`src/rtl/lsu_mem_master.sv`:
```
// lsu_mem_master: load/store initiator that splits, positions and reassembles accesses for a
// same-cycle-read memory port. Define LSU_ALIGN_CHECK_EN to trap misaligned accesses with resp_err.
module lsu_mem_master #(
  parameter logic [63:0] RESET_ADDR = 64'h0000_0000_8000_0000
) (
  input  logic        clk,
  input  logic        rst,
  input  logic        req_valid,
  output logic        req_ready,
  input  logic        req_wen,
  input  logic [63:0] req_addr,
  input  logic [63:0] req_wdata,
  input  logic [1:0]  req_size,
  input  logic        req_unsigned,
  output logic        resp_valid,
  input  logic        resp_ready,
  output logic [63:0] resp_rdata,
  output logic        resp_err,
  output logic [63:0] mem_raddr,
  output logic [63:0] mem_waddr,
  output logic [63:0] mem_wdata,
  output logic [7:0]  mem_wmask,
  output logic        mem_wen,
  input  logic [63:0] mem_rdata
);

  localparam logic [1:0] IDLE  = 2'd0;
  localparam logic [1:0] BEAT0 = 2'd1;
  localparam logic [1:0] BEAT1 = 2'd2;
  localparam logic [1:0] RESP  = 2'd3;

  logic [1:0]   state_r, state_s;
  logic [2:0]   off_r;
  logic [1:0]   size_r;
  logic         wen_r, uns_r, err_r, split_r;
  logic [7:0]   pend_mask_r;
  logic [63:0]  pend_data_r, lo_r, hi_r;
  logic         resp_valid_r, resp_err_r;
  logic [63:0]  resp_rdata_r;
  logic [63:0]  mem_addr_r, mem_addr_s, mem_wdata_r, mem_wdata_s;
  logic [7:0]   mem_wmask_r, mem_wmask_s;
  logic         mem_wen_r, mem_wen_s;
  logic         accept_s, misaligned_s;
  logic [15:0]  acc_mask_s;
  logic [127:0] acc_data_s;
  logic [63:0]  load_s;

  function automatic logic [15:0] beat_mask(input logic [2:0] off, input logic [1:0] size);
    logic [7:0] base;
    case (size)
      2'd0:    base = 8'h01;
      2'd1:    base = 8'h03;
      2'd2:    base = 8'h0F;
      default: base = 8'hFF;
    endcase
    beat_mask = {8'h00, base} << off;
  endfunction

  function automatic logic [127:0] beat_data(input logic [2:0] off, input logic [63:0] wdata);
    beat_data = {64'h0, wdata} << {off, 3'b000};
  endfunction

  function automatic logic [63:0] load_extend(input logic [127:0] raw, input logic [2:0] off,
                                              input logic [1:0] size, input logic uns);
    logic [63:0] sh;
    sh = 64'(raw >> {off, 3'b000});
    case (size)
      2'd0:    load_extend = uns ? {56'h0, sh[7:0]}  : {{56{sh[7]}},  sh[7:0]};
      2'd1:    load_extend = uns ? {48'h0, sh[15:0]} : {{48{sh[15]}}, sh[15:0]};
      2'd2:    load_extend = uns ? {32'h0, sh[31:0]} : {{32{sh[31]}}, sh[31:0]};
      default: load_extend = sh;
    endcase
  endfunction

`ifdef LSU_ALIGN_CHECK_EN
  function automatic logic is_misaligned(input logic [2:0] off, input logic [1:0] size);
    case (size)
      2'd0:    is_misaligned = 1'b0;
      2'd1:    is_misaligned = off[0];
      2'd2:    is_misaligned = |off[1:0];
      default: is_misaligned = |off;
    endcase
  endfunction
  assign misaligned_s = is_misaligned(req_addr[2:0], req_size);
`else
  assign misaligned_s = 1'b0;
`endif

  assign accept_s   = req_valid && (state_r == IDLE);
  assign acc_mask_s = beat_mask(req_addr[2:0], req_size);
  assign acc_data_s = beat_data(req_addr[2:0], req_wdata);
  assign load_s     = load_extend({hi_r, lo_r}, off_r, size_r, uns_r);

  // Next-state selection.
  always_comb begin
    state_s = state_r;
    case (state_r)
      IDLE: begin
        if (req_valid) begin
          state_s = misaligned_s ? RESP : BEAT0;
        end else begin
          state_s = IDLE;
        end
      end
      BEAT0:   state_s = split_r ? BEAT1 : RESP;
      BEAT1:   state_s = RESP;
      RESP: begin
        if (resp_valid_r && resp_ready) begin
          state_s = IDLE;
        end else begin
          state_s = RESP;
        end
      end
      default: state_s = IDLE;
    endcase
  end

  // Memory port values for the cycle that follows this edge; the port is parked otherwise.
  always_comb begin
    mem_addr_s  = RESET_ADDR;
    mem_wdata_s = 64'h0;
    mem_wmask_s = 8'h00;
    mem_wen_s   = 1'b0;
    if (state_s == BEAT0) begin
      mem_addr_s  = {req_addr[63:3], 3'b000};
      mem_wdata_s = acc_data_s[63:0];
      mem_wmask_s = acc_mask_s[7:0];
      mem_wen_s   = req_wen;
    end else if (state_s == BEAT1) begin
      mem_addr_s  = mem_addr_r + 64'd8;
      mem_wdata_s = pend_data_r;
      mem_wmask_s = pend_mask_r;
      mem_wen_s   = wen_r;
    end else begin
      mem_addr_s  = RESET_ADDR;
      mem_wdata_s = 64'h0;
      mem_wmask_s = 8'h00;
      mem_wen_s   = 1'b0;
    end
  end

  // State, request capture, read buffers and the registered memory port.
  always_ff @(posedge clk) begin
    if (rst) begin
      state_r     <= IDLE;
      off_r       <= 3'd0;
      size_r      <= 2'd0;
      wen_r       <= 1'b0;
      uns_r       <= 1'b0;
      err_r       <= 1'b0;
      split_r     <= 1'b0;
      pend_mask_r <= 8'h00;
      pend_data_r <= 64'h0;
      lo_r        <= 64'h0;
      hi_r        <= 64'h0;
      mem_addr_r  <= RESET_ADDR;
      mem_wdata_r <= 64'h0;
      mem_wmask_r <= 8'h00;
      mem_wen_r   <= 1'b0;
    end else begin
      state_r     <= state_s;
      mem_addr_r  <= mem_addr_s;
      mem_wdata_r <= mem_wdata_s;
      mem_wmask_r <= mem_wmask_s;
      mem_wen_r   <= mem_wen_s;
      if (accept_s) begin
        off_r       <= req_addr[2:0];
        size_r      <= req_size;
        wen_r       <= req_wen;
        uns_r       <= req_unsigned;
        err_r       <= misaligned_s;
        split_r     <= |acc_mask_s[15:8];
        pend_mask_r <= acc_mask_s[15:8];
        pend_data_r <= acc_data_s[127:64];
        lo_r        <= 64'h0;
        hi_r        <= 64'h0;
      end else if (state_r == BEAT0) begin
        lo_r <= mem_rdata;
      end else if (state_r == BEAT1) begin
        hi_r <= mem_rdata;
      end
    end
  end

  // Response register: formed on the first RESP cycle, then frozen until accepted.
  always_ff @(posedge clk) begin
    if (rst) begin
      resp_valid_r <= 1'b0;
      resp_rdata_r <= 64'h0;
      resp_err_r   <= 1'b0;
    end else if (state_r == RESP) begin
      if (!resp_valid_r) begin
        resp_valid_r <= 1'b1;
        resp_rdata_r <= (wen_r || err_r) ? 64'h0 : load_s;
        resp_err_r   <= err_r;
      end else if (resp_ready) begin
        resp_valid_r <= 1'b0;
        resp_rdata_r <= 64'h0;
        resp_err_r   <= 1'b0;
      end
    end
  end

  assign req_ready  = (state_r == IDLE) && !rst;
  assign resp_valid = resp_valid_r;
  assign resp_rdata = resp_rdata_r;
  assign resp_err   = resp_err_r;
  assign mem_raddr  = mem_addr_r;
  assign mem_waddr  = mem_addr_r;
  assign mem_wdata  = mem_wdata_r;
  assign mem_wmask  = mem_wmask_r;
  assign mem_wen    = mem_wen_r;

endmodule

```
`config.mk`:
```
export PLATFORM = sky130hd
export DESIGN_NAME = lsu_mem_master
export DESIGN_NICKNAME = d
export VERILOG_FILES = /design/src/rtl/lsu_mem_master.sv
export SDC_FILE = /design/constraint.sdc
export NUM_CORES = 1
export LEC_CHECK = 0
export BUFFER_PORTS_ARGS = -buffer_cell sky130_fd_sc_hd__clkbuf_2
export CAP_MARGIN = 20
export CORE_MARGIN = 2
export CORE_UTILIZATION = 49
export DETAILED_ROUTE_END_ITERATION = 10
export GPL_TIMING_DRIVEN = 0
export PLACE_DENSITY = 0.82
export SLEW_MARGIN = 20
export SYNTH_ARGS = -nofsm -noshare
export SYNTH_HDL_FRONTEND = slang
export SYNTH_SLANG_ARGS = --single-unit
```
`constraint.sdc`:
```
create_clock -name clk -period 2.1 [get_ports clk]
set_input_delay 0.21 -clock clk [delete_from_list [all_inputs] [get_ports clk]]
set_output_delay 0.21 -clock clk [all_outputs]
set_load 0.1 [all_outputs]
```
# == Yosys cells after proc, flatten, opt, wreduce, memory -nomap -nowiden ==
# Cells that the tools add are included.
# totals
register_bits,413
out_inout_bits,268
# classes
add_sub_neg,1
muxes,24
n_eq_ne,10
n_bitwise,2
reduce_logical,12
shifts,3
# op_table
cell,count
64-bit two-way mux,10
64-bit one-hot mux with 3 select lines,1
64-bit by 6-bit << shifter with 128-bit output,1
128-bit by 6-bit right shift with 64-bit output,1
"64-bit by 4-bit adder with 64-bit output, second input constant",1
8-bit one-hot mux with 3 select lines,1
8-bit two-way mux,2
8-bit by 3-bit << shifter with 16-bit output,1
"2-bit equality test, second input constant",5
"2-bit by 1-bit equality test with 1-bit output, second input constant",4
1-bit two-way mux,8
2-bit one-hot mux with 4 select lines,1
8-bit OR reduction,1
2-bit zero test,3
2-bit AND reduction,2
1-bit logical AND,3
3-bit OR reduction,1
2-bit two-way mux,1
"2-bit inequality test, second input constant",1
1-bit inverter,2
2-bit OR reduction,1
1-bit zero test,1

# == Longest topological paths before layout ==
# depth
word_depth,6
ltp_mapped,9
ltp_nobuf,6

# == Worst setup path after synthesis ==
# Ideal clock, no wire load.
# synth_timing
path_kind,register to register
start,register state_r[1]
end,"register mem_wmask_r[5], in the netlist mem_wmask[5]"
stages_incl_launch_ff,6
t_required_ns,2.042
setup_ns,0.058
t_arrival_ns,3.398
slack_ns,-1.356
path_buffers,1
period_less_slack_ns,3.456
cell_sequence,dfxtp_1 > buf_2 > nor3_1 > nand2_1 > a2111oi_0 > a21o_1
# synth_between
elab_chain_cells,5
# synth_rtl
item,line_no,rtl
from (decl),32,"logic [1:0] state_r, state_s;"
from (signal assigned),161,state_r <= state_s;
"2-bit equality test, or another cell as far along",97,case (state_r)
2-bit one-hot mux with 4 select lines (*),97,
2-bit equality test,129,end else if (state_s == BEAT1) begin
8-bit two-way mux,129,
8-bit two-way mux (*),124,if (state_s == BEAT0) begin
to (signal assigned),164,mem_wmask_r <= mem_wmask_s;
to (decl),41,"logic [7:0] mem_wmask_r, mem_wmask_s;"
# Mark *: on every way between the ends. The rest lies on a longest branch, timed or not.
# A chain may end at the register's enable or synchronous reset.

# == Final worst setup path ==
# layout_timing
start,register hi_r[7]
end,"register resp_rdata_r[52], in the netlist resp_rdata[52]"
# layout_between
elab_chain_cells,5
# layout_rtl
item,line_no,rtl
from (decl),37,"logic [63:0] pend_data_r, lo_r, hi_r;"
from (signal assigned),180,hi_r <= mem_rdata;
128-bit by 6-bit right shift with 64-bit output (*),66,"sh = 64'(raw >> {off, 3'b000});"
64-bit two-way mux (on tied branches),"70, 68, 69",
64-bit one-hot mux with 3 select lines (*),67,case (size)
64-bit two-way mux (*),194,resp_rdata_r <= (wen_r || err_r) ? 64'h0 : load_s;
64-bit two-way mux (*),192,if (!resp_valid_r) begin
to (signal assigned),194,
to (decl),39,logic [63:0] resp_rdata_r;
# Marks and branches as above.

==> metrics.md <==
| Metric | Value |
|---|---|
| Status | `finished, violations left` |
| Violated checks | `setup timing` |
| Worst-case hold slack | `0.0252 ns` |
| Layout cells sized above 1 | `37.4%` |
| Sequential Area | `8000 µm²` |
| Filler cell count | `approximately 3.0k` |
| Synth area leader | `dfxtp_1` |
| Synth Cell Area | `20,100 µm²` |
| Final setup viols | `33` |
| R2r worst-path depth | `6` |
| Commonest non-fill, non-tap cell in the layout | `clkbuf_2` |
| Final #Nets | `~3.1k` |
| Worst EP arrival | `2.74 ns` |
| Vias | `between 20k and 25k` |
| Drt pass-1 iters | `6` |
| Design Power | `23.6 mW` |
| Initial antenna violation count | `14` |
| GRT overflow | `0` |
| DP HPWL | `71,700 µm` |
| Vias in the first global route | `21.0k` |
| Clock Tree Buf Depth | `3` |
| Die Width | `206 µm` |
| Max-Cap Viols | `0` |
| Worst skew pair latency | `0.60 ns` |
| Fin. Hold Viols | `0` |
| Worst Hold Endpoint | `state_r[1]` |
| Final Util | `about 70%` |
| Pwr dens | `845 nW/µm²` |
| Total track usage | `43.8%` |
| Max transition margin | `33.9%` |
| CP required | `2.59 ns` |
| Synth cell types | `70` |
| Final min period | `~2.3 ns` |
| Drt initial violations | `around 2.4k` |
| CTS sink count | `just under 400` |
| Synthesized area per cell | `9.07 µm²` |
| Syn-to-layout area delta | `39.3%` |
| Max H-tree Level | `2` |
| Worst-case vdd ir drop | `923 µV` |
| Post-Synthesis Cells | `2,214` |
| RSZ-0062 raised after global routing | `true` |
| Die height | `206 µm` |
| Port Buffers | `between 400 and 500` |
| Max Clock Freq | `0.444 GHz` |
| Post-synthesis register bit count | `392` |
| Slew at the pin closest to its max-slew limit | `0.992 ns` |
| Critical Path End Type | `flip-flop` |
| WL per Instance | `27.8 µm` |
| Worst hold start | `resp_ready` |
| Setup CP Type | `flip-flop to flip-flop` |
| Reg2reg end | `resp_rdata[52]` |
| Max Transition Viols Final | `0` |
| Clock transition at path regs | `0.06 ns` |
| Multi-input gate area | `11,800 µm²` |
| Hold Path Depth | `4` |
| Worst min path class | `input pin to flip-flop` |
| Asr flop ratio synth | `0%` |
| Initial Util | `between 40% and 50%` |
| Most frequent cells in the layout | `clkbuf_2, nand2_1, dfxtp_1, a21oi_1, dlygate4sd3_1` |
| P_leak | `11.4 nW` |
| Die area | `42,600 µm²` |
| I/O pins | `roughly 470` |
| Post-route setup slack | `-0.153 ns` |
| FP Rows | `between 70 and 80` |
| Total wire length | `96,900 µm` |
| Pin count of the biggest net entering global routing | `16` |
| Core Region | `a little over 40,000 µm²` |
| Vias/cell | `roughly 6.3` |
| Top post-synthesis cells by area | `dfxtp_1, mux4_2, nand2_1` |
| TNS Setup | `-2.78 ns` |
| Reg-to-reg critical path startpoint | `hi_r[7]` |
| Routed Antenna Nets | `0` |
| DRC errors left | `0` |
| Placer Congestion | `1.08` |
| CP Launch Type | `flip-flop` |
| Yosys warnings | `0` |
| CTS tree | `done` |
| Internal reg-to-reg setup slack | `-0.15 ns` |
| Total CTS buffers | `43` |
| First-pass GRT wire length | `between 100,000 and 150,000 µm` |
| Clock skew | `roughly 0.022 ns` |
| Clk root buf | `clkbuf_16` |
| Most used DFF post-synth | `dfxtp_1` |
| Share of the synthesized area in the top cell type | `between 30 and 40%` |
| Sequential area share after synthesis | `39.1%` |
| Critical path peak fanout | `7` |
| Crit share post-route | `107%` |
| Post-synth EDFFs | `0` |
[where the power goes]
part	internal (mW)	switching, mW	total [mW]
Combinational	2.18	4.90	7.08
Clock	4.51	3.42	7.92
Sequential	7.95	0.697	8.64
Total	14.6	9.01	23.6
[layer usage]
layer	up-vias	GRT usage (%)	part of all wire, %
li1	9387	-	-
met1	10580	49.4	35
met2	1617	70.1	46
met3	465	12.6	11
met4	4	33.0	9.2
met5	-	0	0.021
[synth_stat cells, types with 10 or more instances]
library cell  number
a211oi_1          10
a21o_1            11
a21oi_1          180
a221o_1           24
a22o_1            66
a22oi_1           11
a31oi_1           18
and2_1            10
and4_1            11
buf_1             23
buf_2             29
buf_4             73
clkbuf_1         119
dfxtp_1          392
inv_1             15
mux2_2            60
mux2i_1           80
mux4_2            85
nand2_1          430
nand2b_1          13
nand3_1           41
nand4_1           22
nor2_1           109
nor2b_1           13
nor3_1            46
nor4_1            17
o211ai_1          13
o21ai_0           69
o22ai_1           31
o31ai_2           30
xnor2_1           31
[metrics by stage]
step / std cells / cell area [µm²] / worst slack (ns)
after floorplan: 2220 / 20400 / -0.0273
after global placement: 3211 / 23300 / -0.811
after detailed placement: 3211 / 23300 / -0.825
after CTS: 3451 / 27200 / -0.165
after global routing: 3478 / 28000 / -0.193
final: 3485 / 28000 / -0.153
[worst max-delay path by stage]
stage,end,cells after the start,start
5_1_grt,resp_rdata[52],8,off_r[1]
3_3_place_gp,mem_wdata[13],6,state_r[1]
2_1_floorplan,mem_raddr[54],6,mem_raddr[15]
3_5_place_dp,mem_wdata[13],6,state_r[1]
4_1_cts,resp_rdata[39],9,off_r[0]
6_report,resp_rdata[52],6,hi_r[7]
[worst max-delay path, stage by stage, from the launching register on]
cell and delay [ns]:
dfxtp_1 0.48, mux2i_1 0.18, mux4_2 0.53, o22a_1 0.22, o211a_4 0.33, buf_8 0.18
o31ai_2 0.22
[registers in the layout, summed over array words and instances, names as in the netlist]
name,cells
lo_r,64
mem_wdata,64
resp_rdata,64
mem_raddr,61
hi_r,56
pend_data_r,56
mem_wmask,8
pend_mask_r,7
off_r,3
size_r,2
state_r,2
mem_wen,1
resp_valid,1
split_r,1
uns_r,1
wen_r,1
[layout make-up]
type | count | area share [%]
multi-input combinational | 1562 | 42.3
sequential | 392 | 28.6
timing repair buffer | 651 | 15.4
buffer | 239 | 5.71
clock buffer | 56 | 4.31
tap | 532 | 2.38
clock inverter | 24 | 0.966
inverter | 16 | 0.215
antenna | 13 | 0.116
[what timing repair did]
item                                    CTS  global route
pin swaps                                36            22
buffers inserted                         18            26
cloned                                    4             3
hold endpoints to repair                209             0
gates resized for setup                 191           146
endpoints found under the setup margin  358           256
hold buffers                            143             0
[cells by family after synthesis]
kind of cell    share of synthesized area, %
simple gates                            17.1
compound gates                          18.4
flops                                   39.1
buf+inv                                 6.74
mux                                     16.9
xor+xnor                                1.70
fa+ha+maj                             0.0623
other cells                           0.0187
Power figures use the tool's default switching activity.
